[src/rtl/div_pkg.sv]
`default_nettype none
// ============================================================================
// Module   : div_pkg
// Brief    : Shared types, constants and helpers for the RV32M divider.
// Revision : 1.0 - initial release
// ============================================================================
package div_pkg;

    localparam int DIV_DWIDTH = 32;
    localparam int DIV_ITER   = DIV_DWIDTH;

    typedef enum logic [1:0] {
        DIV  = 2'b00,
        DIVU = 2'b01,
        REM  = 2'b10,
        REMU = 2'b11
    } div_op_t;

    typedef enum logic [1:0] {
        IDLE  = 2'd0,
        CALC  = 2'd1,
        FIXUP = 2'd2,
        DONE  = 2'd3
    } div_state_t;

    function automatic logic is_signed_op(input div_op_t op);
        return ~op[0];
    endfunction

    function automatic logic is_rem_op(input div_op_t op);
        return op[1];
    endfunction

endpackage
`default_nettype wire

[src/rtl/div_if.sv]
`default_nettype none
// ============================================================================
// Module   : div_if
// Brief    : Request/response bundle between the execute stage and divider.
// Revision : 1.0 - initial release
// ============================================================================
interface div_if #(
    parameter int DWIDTH = 32
);
    logic              Div_Start;
    logic [1:0]        Div_Op;
    logic [DWIDTH-1:0] Div_Dividend;
    logic [DWIDTH-1:0] Div_Divisor;
    logic              Div_Busy;
    logic              Div_Done;
    logic [DWIDTH-1:0] Div_Result;

    modport master (
        output Div_Start, Div_Op, Div_Dividend, Div_Divisor,
        input  Div_Busy, Div_Done, Div_Result
    );

    modport slave (
        input  Div_Start, Div_Op, Div_Dividend, Div_Divisor,
        output Div_Busy, Div_Done, Div_Result
    );
endinterface
`default_nettype wire

[src/rtl/div_step.sv]
`default_nettype none
// ============================================================================
// Module   : div_step
// Brief    : One restoring-division step: shift, trial subtract, restore.
// Revision : 1.0 - initial release
// ============================================================================
module div_step #(
    parameter int DWIDTH = 32
) (
    input  wire logic [DWIDTH-1:0] i_rem,
    input  wire logic [DWIDTH-1:0] i_quo,
    input  wire logic [DWIDTH-1:0] i_dsr,
    output logic      [DWIDTH-1:0] o_rem,
    output logic      [DWIDTH-1:0] o_quo
);

    logic [DWIDTH:0]   w_shift;
    logic [DWIDTH-1:0] w_diff;
    logic              w_ge;

    // Result of a successful subtract is below the divisor, so the low
    // DWIDTH bits of a modular subtract are exact.
    assign w_shift = {i_rem, i_quo[DWIDTH-1]};
    assign w_diff  = w_shift[DWIDTH-1:0] - i_dsr;
    assign w_ge    = w_shift[DWIDTH] | (w_shift[DWIDTH-1:0] >= i_dsr);

    assign o_rem = w_ge ? w_diff : w_shift[DWIDTH-1:0];
    assign o_quo = {i_quo[DWIDTH-2:0], w_ge};

endmodule
`default_nettype wire

[src/rtl/div_unit.sv]
`default_nettype none
// ============================================================================
// Module   : div_unit
// Brief    : Iterative radix-2 restoring divider for DIV/DIVU/REM/REMU.
// Revision : 1.0 - initial release
// ============================================================================
module div_unit
    import div_pkg::*;
#(
    parameter int DWIDTH = DIV_DWIDTH
) (
    input wire logic Clk,
    input wire logic Rst_N,
    div_if.slave     bus
);

    localparam int              CW       = $clog2(DWIDTH);
    localparam logic [CW-1:0]   CNT_INIT = CW'(DWIDTH - 1);
    localparam logic [DWIDTH-1:0] INT_MIN = {1'b1, {(DWIDTH-1){1'b0}}};

    div_state_t        state_q, state_d;
    div_op_t           op_q, op_d;
    logic [CW-1:0]     cnt_q, cnt_d;
    logic [DWIDTH-1:0] rem_q, rem_d;
    logic [DWIDTH-1:0] quo_q, quo_d;
    logic [DWIDTH-1:0] dsr_q, dsr_d;
    logic [DWIDTH-1:0] result_q, result_d;
    logic              qneg_q, qneg_d;
    logic              rneg_q, rneg_d;
    logic              busy_q, busy_d;
    logic              done_q, done_d;

    logic [DWIDTH-1:0] w_step_rem;
    logic [DWIDTH-1:0] w_step_quo;
    div_op_t           w_op;
    logic [DWIDTH-1:0] w_a;
    logic [DWIDTH-1:0] w_b;
    logic              w_sgn;
    logic              w_div0;
    logic              w_ovf;

    div_step #(.DWIDTH(DWIDTH)) u_step (
        .i_rem (rem_q),
        .i_quo (quo_q),
        .i_dsr (dsr_q),
        .o_rem (w_step_rem),
        .o_quo (w_step_quo)
    );

    assign w_op   = div_op_t'(bus.Div_Op);
    assign w_a    = bus.Div_Dividend;
    assign w_b    = bus.Div_Divisor;
    assign w_sgn  = is_signed_op(w_op);
    assign w_div0 = (w_b == '0);
    assign w_ovf  = w_sgn && (w_a == INT_MIN) && (w_b == '1);

    always_comb begin
        state_d  = state_q;
        op_d     = op_q;
        cnt_d    = cnt_q;
        rem_d    = rem_q;
        quo_d    = quo_q;
        dsr_d    = dsr_q;
        result_d = result_q;
        qneg_d   = qneg_q;
        rneg_d   = rneg_q;
        busy_d   = busy_q;
        done_d   = 1'b0;

        case (state_q)
            IDLE, DONE: begin
                state_d = IDLE;
                busy_d  = 1'b0;
                if (bus.Div_Start) begin
                    op_d = w_op;
                    if (w_div0) begin
                        result_d = is_rem_op(w_op) ? w_a : '1;
                        state_d  = DONE;
                        done_d   = 1'b1;
                    end else if (w_ovf) begin
                        result_d = is_rem_op(w_op) ? '0 : w_a;
                        state_d  = DONE;
                        done_d   = 1'b1;
                    end else begin
                        state_d = CALC;
                        busy_d  = 1'b1;
                        cnt_d   = CNT_INIT;
                        rem_d   = '0;
                        quo_d   = (w_sgn && w_a[DWIDTH-1]) ? -w_a : w_a;
                        dsr_d   = (w_sgn && w_b[DWIDTH-1]) ? -w_b : w_b;
                        qneg_d  = w_sgn & (w_a[DWIDTH-1] ^ w_b[DWIDTH-1]);
                        rneg_d  = w_sgn & w_a[DWIDTH-1];
                    end
                end
            end
            CALC: begin
                rem_d = w_step_rem;
                quo_d = w_step_quo;
                cnt_d = cnt_q - CW'(1);
                if (cnt_q == '0) begin
                    state_d = FIXUP;
                end
            end
            FIXUP: begin
                // Remainder follows the dividend sign; quotient follows sign XOR.
                if (is_rem_op(op_q)) begin
                    result_d = rneg_q ? -rem_q : rem_q;
                end else begin
                    result_d = qneg_q ? -quo_q : quo_q;
                end
                state_d = DONE;
                busy_d  = 1'b0;
                done_d  = 1'b1;
            end
            default: begin
                state_d = IDLE;
                busy_d  = 1'b0;
            end
        endcase
    end

    always_ff @(posedge Clk or negedge Rst_N) begin
        if (!Rst_N) begin
            state_q  <= IDLE;
            op_q     <= DIV;
            cnt_q    <= '0;
            rem_q    <= '0;
            quo_q    <= '0;
            dsr_q    <= '0;
            result_q <= '0;
            qneg_q   <= 1'b0;
            rneg_q   <= 1'b0;
            busy_q   <= 1'b0;
            done_q   <= 1'b0;
        end else begin
            state_q  <= state_d;
            op_q     <= op_d;
            cnt_q    <= cnt_d;
            rem_q    <= rem_d;
            quo_q    <= quo_d;
            dsr_q    <= dsr_d;
            result_q <= result_d;
            qneg_q   <= qneg_d;
            rneg_q   <= rneg_d;
            busy_q   <= busy_d;
            done_q   <= done_d;
        end
    end

    assign bus.Div_Busy   = busy_q;
    assign bus.Div_Done   = done_q;
    assign bus.Div_Result = result_q;

endmodule
`default_nettype wire

[src/flat_wrapper.sv]
// flat-port wrapper written by rule: the top's interface ports become plain ports
module div_unit_flat import div_pkg::*;
#(
    parameter int DWIDTH = DIV_DWIDTH
)
  (Clk, Rst_N, bus_Div_Start, bus_Div_Op, bus_Div_Dividend, bus_Div_Divisor, bus_Div_Busy, bus_Div_Done, bus_Div_Result);
  div_if #(.DWIDTH(DWIDTH)) bus_i ();
  input wire logic Clk;
  input wire logic Rst_N;
  input wire logic [$bits(bus_i.Div_Start)-1:0] bus_Div_Start;
  input wire logic [$bits(bus_i.Div_Op)-1:0] bus_Div_Op;
  input wire logic [$bits(bus_i.Div_Dividend)-1:0] bus_Div_Dividend;
  input wire logic [$bits(bus_i.Div_Divisor)-1:0] bus_Div_Divisor;
  output wire logic [$bits(bus_i.Div_Busy)-1:0] bus_Div_Busy;
  output wire logic [$bits(bus_i.Div_Done)-1:0] bus_Div_Done;
  output wire logic [$bits(bus_i.Div_Result)-1:0] bus_Div_Result;
  assign bus_i.Div_Start = bus_Div_Start;
  assign bus_i.Div_Op = bus_Div_Op;
  assign bus_i.Div_Dividend = bus_Div_Dividend;
  assign bus_i.Div_Divisor = bus_Div_Divisor;
  assign bus_Div_Busy = bus_i.Div_Busy;
  assign bus_Div_Done = bus_i.Div_Done;
  assign bus_Div_Result = bus_i.Div_Result;
  div_unit #(.DWIDTH(DWIDTH)) u_core (.Clk(Clk), .Rst_N(Rst_N), .bus(bus_i));
endmodule
[config.mk]
export PLATFORM = sky130hd
export DESIGN_NAME = div_unit_flat
export DESIGN_NICKNAME = d
export VERILOG_FILES = /design/src/rtl/div_pkg.sv /design/src/rtl/div_if.sv /design/src/rtl/div_step.sv /design/src/rtl/div_unit.sv /design/src/flat_wrapper.sv
export SDC_FILE = /design/constraint.sdc
export NUM_CORES = 1
export LEC_CHECK = 0
export ABC_AREA = 1
export BUFFER_PORTS_ARGS = -buffer_cell sky130_fd_sc_hd__buf_2
export CORE_ASPECT_RATIO = 0.75
export CORE_MARGIN = 2
export CORE_UTILIZATION = 50
export DETAILED_ROUTE_END_ITERATION = 10
export MAX_ROUTING_LAYER = met4
export PLACE_DENSITY = 0.68
export SLEW_MARGIN = 5
export SYNTH_ARGS = -nofsm -noshare
export SYNTH_HDL_FRONTEND = slang
export SYNTH_SLANG_ARGS = --single-unit
[constraint.sdc]
create_clock -name Clk -period 2.8 [get_ports Clk]
set_clock_uncertainty 0.15 [all_clocks]
set_input_delay 0.14 -clock Clk [delete_from_list [all_inputs] [get_ports Clk]]
set_output_delay 0.14 -clock Clk [all_outputs]
set_load 0.02 [all_outputs]
### Word-level counts from Yosys, hierarchy flattened

Cells that the tools add are included.

* bitwise logic cells: 7
* equality and inequality tests: 10
* $add $sub $neg: 6
* magnitude comparators: 1
* reduce and logical (&&, ||, !) cells: 14
* muxes and demuxes: 37

Operators with widths (count)
* 32-bit 2-to-1 mux: 17
* 32-bit one-hot mux with 2 select lines: 3
* 32-bit negation: 4
* 32-bit equality test (second input constant): 2
* 32-bit greater-or-equal comparator: 1
* 32-bit zero test: 1
* 32-bit subtractor: 1
* 5-bit 2-to-1 mux: 3
* 5-bit one-hot mux with 2 select lines: 1
* 2-bit 2-to-1 mux: 4
* 4-bit AND reduction: 2
* 1-bit 2-to-1 mux: 6
* 2-bit inequality test (second input constant): 3
* 2-bit one-hot mux with 3 select lines: 1
* 5-bit zero test: 1
* 5-bit by 1-bit subtractor with 5-bit output (second input constant): 1
* 2-bit equality test (second input constant): 2
* 1-bit logical AND: 4
* 1-bit one-hot mux with 2 select lines: 2
* 2-bit nonzero test: 2
* 3-bit by 1-bit inequality test with 1-bit output (second input constant): 1
* 1-bit NOT: 3
* 3-bit AND reduction: 1
* 1-bit bitwise AND: 2
* other kinds (7): 7

* bits of input ports: 69
* register bits: 141
* word-level logic and storage cells: 86

### Depth between registers and ports, before layout

Gate-level depths: netlist (run 1).

* depth in word-level cells: 7
* mapped depth: 18

### Cells and area by module

Synthesis (run 1) repeated with hierarchy kept, for this count alone.

* cell total of the unflattened synthesis: 2373
* area, all modules: 14056.0 um^2

By module, submodules not included
* div_unit: instances 1, sequential area each 3503.4 um^2, cells an instance 1675, area each 10667.7 um^2
* div_step: instances 1, sequential area each 0.0 um^2, cells an instance 698, area each 3388.2 um^2

### Worst setup path after synthesis (run 1)

OpenSTA, ideal clock, no wires.

* path type: register to register
* start: reg u_core.quo_q[31]
* end: reg u_core.rem_q[24]
* path buffers: 2
* data arrival time: 2.096 ns
* path slack: 0.437 ns
* setup time: 0.117 ns
* cell stages (with the launch flop): 18
* data required time: 2.533 ns
* path through: dfrtp_1 inv_1 ha_1 fa_1 inv_1 nand2_1 nand2_1 nand3_1 nand2_2 nand2_1 nand3_1 nand2_2 nand2_2 buf_6 buf_6 nand3_1 nand3_1 nand2_1

* longest elaborated chain between the ends: 4
* elaborated cells on any way between the ends: 5
* classes of those cells: 1 x add/sub; 1 x order compare; 2 x mux; 1 x bitwise

RTL lines
* from (decl): RTL line div_unit.sv:25 `logic [DWIDTH-1:0] quo_q, quo_d;`
* from (signal assigned): RTL line div_unit.sv:140 `quo_q <= quo_d;`
* 32-bit greater-or-equal comparator: RTL line div_step.sv:25 `assign w_ge = w_shift[DWIDTH] | (w_shift[DWIDTH-1:0] >= i_dsr);`
* 1-bit OR: RTL line div_step.sv:25
* 32-bit 2-to-1 mux (*): RTL line div_step.sv:27 `assign o_rem = w_ge ? w_diff : w_shift[DWIDTH-1:0];`
* 32-bit one-hot mux with 2 select lines (*): RTL line div_unit.sv:70 `case (state_q)`
* to (signal assigned): RTL line div_unit.sv:139 `rem_q <= rem_d;`
* to (decl): RTL line div_unit.sv:24 `logic [DWIDTH-1:0] rem_q, rem_d;`

Every way passes the cells marked *; elsewhere a longest branch is shown, timed or not.
A chain may end at the register's enable or synchronous reset.

### Worst setup path after layout (run 1)

* start: in bus_Div_Divisor[18]
* end: reg u_core.dsr_q[31]

* longest elaborated chain between the ends: 4
* elaborated cells on any way between the ends: 8
* classes of those cells: 1 x add/sub; 1 x eq/ne; 1 x mux; 2 x bitwise; 3 x reduce/logical

RTL lines
* from (decl): RTL line flat_wrapper.sv:13 `input wire logic [$bits(bus_i.Div_Divisor)-1:0] bus_Div_Divisor;`
* branches (longest 4 deep; another with 32-bit negation)
* to (signal assigned): RTL line div_unit.sv:141 `dsr_q <= dsr_d;`
* to (decl): RTL line div_unit.sv:26 `logic [DWIDTH-1:0] dsr_q, dsr_d;`

Several ways; the timed one is not identified.

==> results of run 1 <==
==> state kept, by name, indices dropped and copies added (netlist names) <==
signal / flops
u_core.bus.Div_Busy: 1
u_core.bus.Div_Done: 1
u_core.bus.Div_Result: 32
u_core.cnt_q: 5
u_core.dsr_q: 32
u_core.op_q: 1
u_core.qneg_q: 1
u_core.quo_q: 32
u_core.rem_q: 32
u_core.rneg_q: 1
u_core.state_q: 2
==> metrics by stage <==
stage	util	instance area [sq um]	total power (uW)	hold slack (ns)	setup WS, ns
finish	0.587	15900	14400	0.00751	0.120
global route	0.587	15900	15400	0.0240	-0.00360
CTS	0.583	15700	14200	0.00378	0.00232
detailed placement	0.545	14700	11400	0.0808	0.115
global placement	0.545	14700	11300	0.0770	0.166
floorplan	-	13700	8850	-0.306	0.437
==> critical path: cells and delay by family <==
kind	cells	cell delay (ns)
buffers and inverters	5	1.60
AOI/OAI and AO/OA	1	0.07
and+or+nand+nor	8	1.03
==> placed cells by master, fill, tap and decap left out, types with 5 or more instances in the layout <==
cell           count
nand2_1          848
inv_1            265
nand3_1          256
nor2_1           247
o21ai_0          176
dfrtp_1          140
buf_2            101
a21oi_1           52
nand4_1           51
xor2_1            43
ha_1              42
buf_4             42
o21ai_1           39
dlygate4sd3_1     35
nor3_1            18
clkbuf_16         18
xnor2_1           17
nor2_2            16
inv_2             11
nand3b_1           8
nand3_2            7
nand2_2            7
or2_2              7
o22ai_1            7
nor2_4             6
bufinv_16          6
buf_12             6
o211ai_1           5
==> cell families after synthesis <==
kind of cell / after synthesis
and+or+nand+nor: 1477
muxes: 1
buffers and inverters: 362
AOI/OAI and AO/OA: 291
adders and majority gates: 43
xor gates and xnor gates: 60
DFF: 140
==> worst paths after layout <==
| check | from | endpoint | slack (ns) | depth (start not counted) |
|---|---|---|---|---|
| hold / removal | bus_Div_Dividend[20] | u_core.quo_q[20] | 0.008 | 5 |
| setup reg to reg | u_core.quo_q[31] | u_core.rem_q[4] | 0.15 | 16 |
| min in group asynchronous | Rst_N | u_core.rem_q[29] | 0.15 | 2 |
| setup / recovery | bus_Div_Divisor[18] | u_core.dsr_q[31] | 0.12 | 14 |
| max in group asynchronous | Rst_N | u_core.quo_q[2] | 1.55 | 3 |
| hold reg to reg | u_core.bus.Div_Result[27] | u_core.bus.Div_Result[27] | 0.32 | 2 |
==> final cells by class <==
cell class	count	area, sq um	share of cell area
clock buffers	20	467	0.0294
clock inverters	10	210	0.0133
inverters	279	1050	0.0663
multi-input cells	1872	8840	0.558
flip-flops and latches	140	3500	0.221
well taps	351	439	0.0277
repair buffers	186	1330	0.0838
repair inverters	1	7.51	0.000474
==> per-layer routing <==
| metal | vias to the layer above | share of wire |
|---|---|---|
| li1 | 7829 | - |
| met1 | 7400 | 0.48 |
| met2 | 724 | 0.41 |
| met3 | 44 | 0.10 |
| met4 | 0 | 0.010 |
| met5 | - | 0 |
==> what timing repair did <==
| item | in CTS | in global routing |
|---|---|---|
| hold endpoints to repair | 111 | 0 |
| hold buffers | 35 | 0 |
| resized for setup | 0 | 19 |
| setup endpoints to repair | 0 | 21 |
| buffers inserted | 0 | 1 |
==> report_power, final <==
group	internal, uW	total, uW	switching (uW)
Clock	1740	2700	963
Combinational	2540	8350	5800
Sequential	2790	3330	541
==> flow_summary.json, run 1 <==
{
  "outcome": "finished clean",
  "fmax_ghz": 0.373,
  "synth_fa_ha_area_frac": 0.0397,
  "initial_core_util": 0.509,
  "root_buffer": "clkbuf_16",
  "hpwl_um": 39200,
  "synthArstFlopShare": 1.00,
  "synth_top_family_by_area": "simple AND/OR/NAND/NOR gates",
  "syn_area_per_cell_sq_um": 5.79,
  "synthTopCellsByCount": "nand2_1, inv_1, nand3_1",
  "die_w_um": 195,
  "yosysWarningCount": 0,
  "detail-route-antenna-nets": 0,
  "slew_headroom": 0.454,
  "firstDrtPassIters": 6,
  "worstMarginPinSlew_ns": 0.818,
  "grt_pass1_vias": 14116,
  "cts.path.max_buffers": 2,
  "synth_top_flop_cell": "dfrtp_1",
  "wirelength_um": 50500,
  "use_met1": 0.539,
  "max_stage_delay_ns": 0.57,
  "finalHoldViolations": 0,
  "critical_path_class": "input port to flip-flop",
  "drtIter0Drc": 1821,
  "synth_simple_gate_area_frac": 0.451,
  "synth_xor_area_frac": 0.0383,
  "cts_tree": "built",
  "place.gp.congestion": 0.987,
  "endpoint_kind": "flip-flop",
  "instances_no_fill": 2859,
  "layout.nets": 2609,
  "numCtsBuffers": 17,
  "fillCellCount": 2752,
  "cts_max_level": 4,
  "ys_ff_latch": 140,
  "grt_util_all_layers": 0.359,
  "num_rows": 52,
  "setup_violations": 0,
  "synth_cell_type_count": 43,
  "synth_edf_count": 0,
  "crit_required_ns": 2.97,
  "die_h_um": 148,
  "vias_per_cell": 5.60,
  "synth.net_count": 2486,
  "grt-busiest-layer": "met1",
  "synth_area_leaders": "dfrtp_1, nand2_1, nand3_1, inv_1, nor2_1",
  "wl_per_cell_um": 17.7,
  "fin_crit_ns": 2.68,
  "yosysTopAreaCell": "dfrtp_1",
  "fin_crit_sh": 0.957,
  "slowest_stage": "dlygate4sd3_1",
  "num_vias": 15997,
  "overflow": 0,
  "slew_violations": 0,
  "io_buffers": 102,
  "max-vdd-ir-drop_mv": 1.01,
  "worstSkewPairLatency_ns": 0.44,
  "pwr_density_cell_nw_per_um2": 907,
  "drive_above_1_share": 0.0977,
  "antenna_found_initial": 0,
  "p_leak_uw": 0.00841,
  "drc_errors": 0,
  "synth-compound-area-share": 0.110,
  "crit_path_start_kind": "input port",
  "synth_top_area_frac": 0.255,
  "grt_pass1_wl_um": 78200,
  "use_met2": 0.507,
  "synth_mux_area_frac": 0.000729,
  "final.setup.tns_ns": 0,
  "io_pins": 103,
  "clk_pin_slew_worst_paths_ns": 0.07,
  "critical_path_peak_fanout": 26,
  "clock_sink_count": 140,
  "antenna_cells": 0,
  "yosysMostFrequentCell": "nand2_1",
  "path_cells": "dlygate4sd3_1 -> buf_2 -> nor2_1 -> nand3_1 -> nor2_2 -> nand2_1 -> nor2_4 -> inv_2 -> nand2_2 -> nor2_2 -> buf_4 -> nand2_1 -> o22ai_1 -> dlygate4sd3_1",
  "die_area_sq_um": 28800,
  "placedCellCount": 2791,
  "synthToLayoutAreaGrowth_pct": 15.4,
  "ys_seq_area_frac": 0.255,
  "drv_cap": 0,
  "worstPathArrival_ns": 2.85,
  "met3_usage": 0.0684,
  "hp-class": "input port to flip-flop",
  "grt_max_degree": 78,
  "core_sq_um": 27000,
  "syn-cell-area_sq_um": 13700,
  "synthCells": 2374
}
Power figures use the tool's default switching activity.
==> inputs of run 2 (changes only) <==
Settings changed: CAP_MARGIN set to 25, CORE_ASPECT_RATIO 0.75 to 0.6.
==> run 2 against run 1 <==
Effect of this change:
- fmax shrank 3.1%
- cell area shrank 0.32%
- sequential share of layout area grew 0.070 points
- sequential cell count is the same
- utilization grew 0.46 points
- setup slack lost 0.085 ns
- die area grew 0.11%
- combinational power grew 8.7%
- sequential power grew 2%
- largest cell class unchanged
==> flow_summary.json, run 2 (synthesis results as in run 1) <==
{
  "io_buffers": 102,
  "hpwl_um": 44900,
  "max-vdd-ir-drop_mv": 1.02,
  "die_h_um": 132,
  "fillCellCount": 2665,
  "worstMarginPinSlew_ns": 0.783,
  "place.gp.congestion": 1.04,
  "reg2reg_slack_ns": 0.04,
  "holdPathStages": 4,
  "hp-start": "bus_Div_Divisor[8]",
  "regArea_sq_um": 3500,
  "p_sw_uw": 8040,
  "wirelength_um": 56400,
  "grt_max_degree": 69,
  "cts.path.max_buffers": 2,
  "clock_sink_count": 140,
  "finalHoldViolations": 0,
  "layout_commonest_cell": "nand2_1",
  "fin_crit_ns": 2.76,
  "swShare": 0.544,
  "drive_above_1_share": 0.0974,
  "whs_endpoint": "u_core.dsr_q[8]",
  "fmax_ghz": 0.362,
  "cts_tree": "built",
  "endpoint_kind": "flip-flop",
  "cts_max_level": 4,
  "root_buffer": "clkbuf_16",
  "layout.nets": 2616,
  "p_leak_uw": 0.00840,
  "slew_headroom": 0.474,
  "wl_per_cell_um": 19.6,
  "multiInputGateArea_sq_um": 8830,
  "r2r-start": "u_core.rem_q[14]",
  "p_total_uw": 14800,
  "overflow": 0,
  "seq_power_share": 0.231,
  "core_sq_um": 26700,
  "num_vias": 16489,
  "slew_violations": 0,
  "outcome": "finished clean",
  "critical_path_class": "flip-flop to flip-flop",
  "clk_pin_slew_worst_paths_ns": 0.06,
  "antenna_cells": 0,
  "antenna_found_initial": 1,
  "setup_violations": 0,
  "worstPathArrival_ns": 2.99,
  "clkPwrFrac": 0.155,
  "grt_pass1_wl_um": 84100,
  "initial_core_util": 0.514,
  "mostFrequentLayoutCells": "nand2_1, inv_1, nand3_1",
  "critical_path_peak_fanout": 5,
  "grt_util_all_layers": 0.399,
  "hp-class": "input port to flip-flop",
  "die_area_sq_um": 28900,
  "pwr_density_cell_nw_per_um2": 935,
  "numCtsBuffers": 17,
  "pwr-share-comb": 0.614,
  "fin_crit_sh": 0.987,
  "firstDrtPassIters": 8,
  "ff2ff_path_depth": 11,
  "detail-route-antenna-nets": 0,
  "final.setup.tns_ns": 0,
  "vias_per_cell": 5.74,
  "die_w_um": 218,
  "drtIter0Drc": 2709,
  "p_int_uw": 6730,
  "synthToLayoutAreaGrowth_pct": 15.0,
  "io_pins": 103,
  "crit_required_ns": 3.03,
  "drv_cap": 0,
  "reg2reg_to": "u_core.rem_q[19]",
  "drc_errors": 0,
  "crit_path_start_kind": "flip-flop",
  "num_rows": 46,
  "worstSkewPairLatency_ns": 0.45,
  "grt_pass1_vias": 14325
}
-- run 2: worst max path at each step --
stage                                 from               end  slack (ns)  cells after the start
after floorplan           u_core.quo_q[31]  u_core.rem_q[24]        0.44                     17
after global placement    u_core.quo_q[31]  u_core.rem_q[17]        0.16                     16
after detailed placement  u_core.quo_q[31]   u_core.rem_q[5]        0.11                     16
after CTS                 u_core.quo_q[31]  u_core.rem_q[17]        0.10                     16
after global routing      u_core.quo_q[31]  u_core.rem_q[28]      -0.002                     16
final                     u_core.rem_q[14]  u_core.rem_q[19]        0.04                     11
-- run 2: layout make-up --
cell class / count / share of cell area
clock buffer: 20 / 0.0289
tap: 360 / 0.0285
inverter: 279 / 0.0668
sequential: 140 / 0.222
timing repair inverter: 1 / 0.000475
multi-input combinational: 1874 / 0.559
clock inverter: 10 / 0.00744
timing repair buffer: 191 / 0.0872
-- run 2: what timing repair did --
action                                 4_1_cts  5_1_grt
gates resized for setup                      0       14
setup endpoints to repair                    0       63
endpoints found under the hold margin       99        0
buffers inserted                             0        0
hold buffers                                32        0
-- run 2: through the flow --
stage          utilization  instance area, sq um  setup slack (ns)  std cells  hold slack [ns]
6_report             0.592                 15800            0.0355       2875           0.0169
5_1_grt              0.592                 15800          -0.00225       2875          0.00997
4_1_cts              0.589                 15700             0.101       2872         0.000202
3_5_place_dp         0.555                 14800             0.110       2810           0.0787
3_3_place_gp         0.555                 14800             0.163       2810           0.0764
2_1_floorplan            -                 13700             0.437       2374           -0.306
-- run 2: power by group through the flow --
| stage | registers, uW | clock network [uW] | logic (uW) |
|---|---|---|---|
| global route | 3470 | 2410 | 9860 |
| CTS | 3370 | 2300 | 8530 |
| global placement | 3360 | 0 | 8400 |
| detailed placement | 3390 | 0 | 8450 |
| floorplan | 3450 | 0 | 5410 |
| finish | 3410 | 2290 | 9080 |
-- run 2: routing by layer --
metal / GRT usage / vias to the layer above / share of wire
li1: - / 7843 / -
met1: 0.633 / 7605 / 0.47
met2: 0.464 / 995 / 0.35
met3: 0.155 / 46 / 0.17
met4: 0.0472 / 0 / 0.0082
met5: - / - / 0
-- run 2: critical path, stage by stage (launching register included) --
cell and delay (ns):
dfrtp_1 0.47, ha_1 0.41, nand2_1 0.11, inv_1 0.09, nand2_1 0.09, nor3_1 0.51
nand3b_1 0.34, nand3_1 0.17, nand2_1 0.08, nand3_1 0.09, nand3_1 0.07, nand2_1 0.10
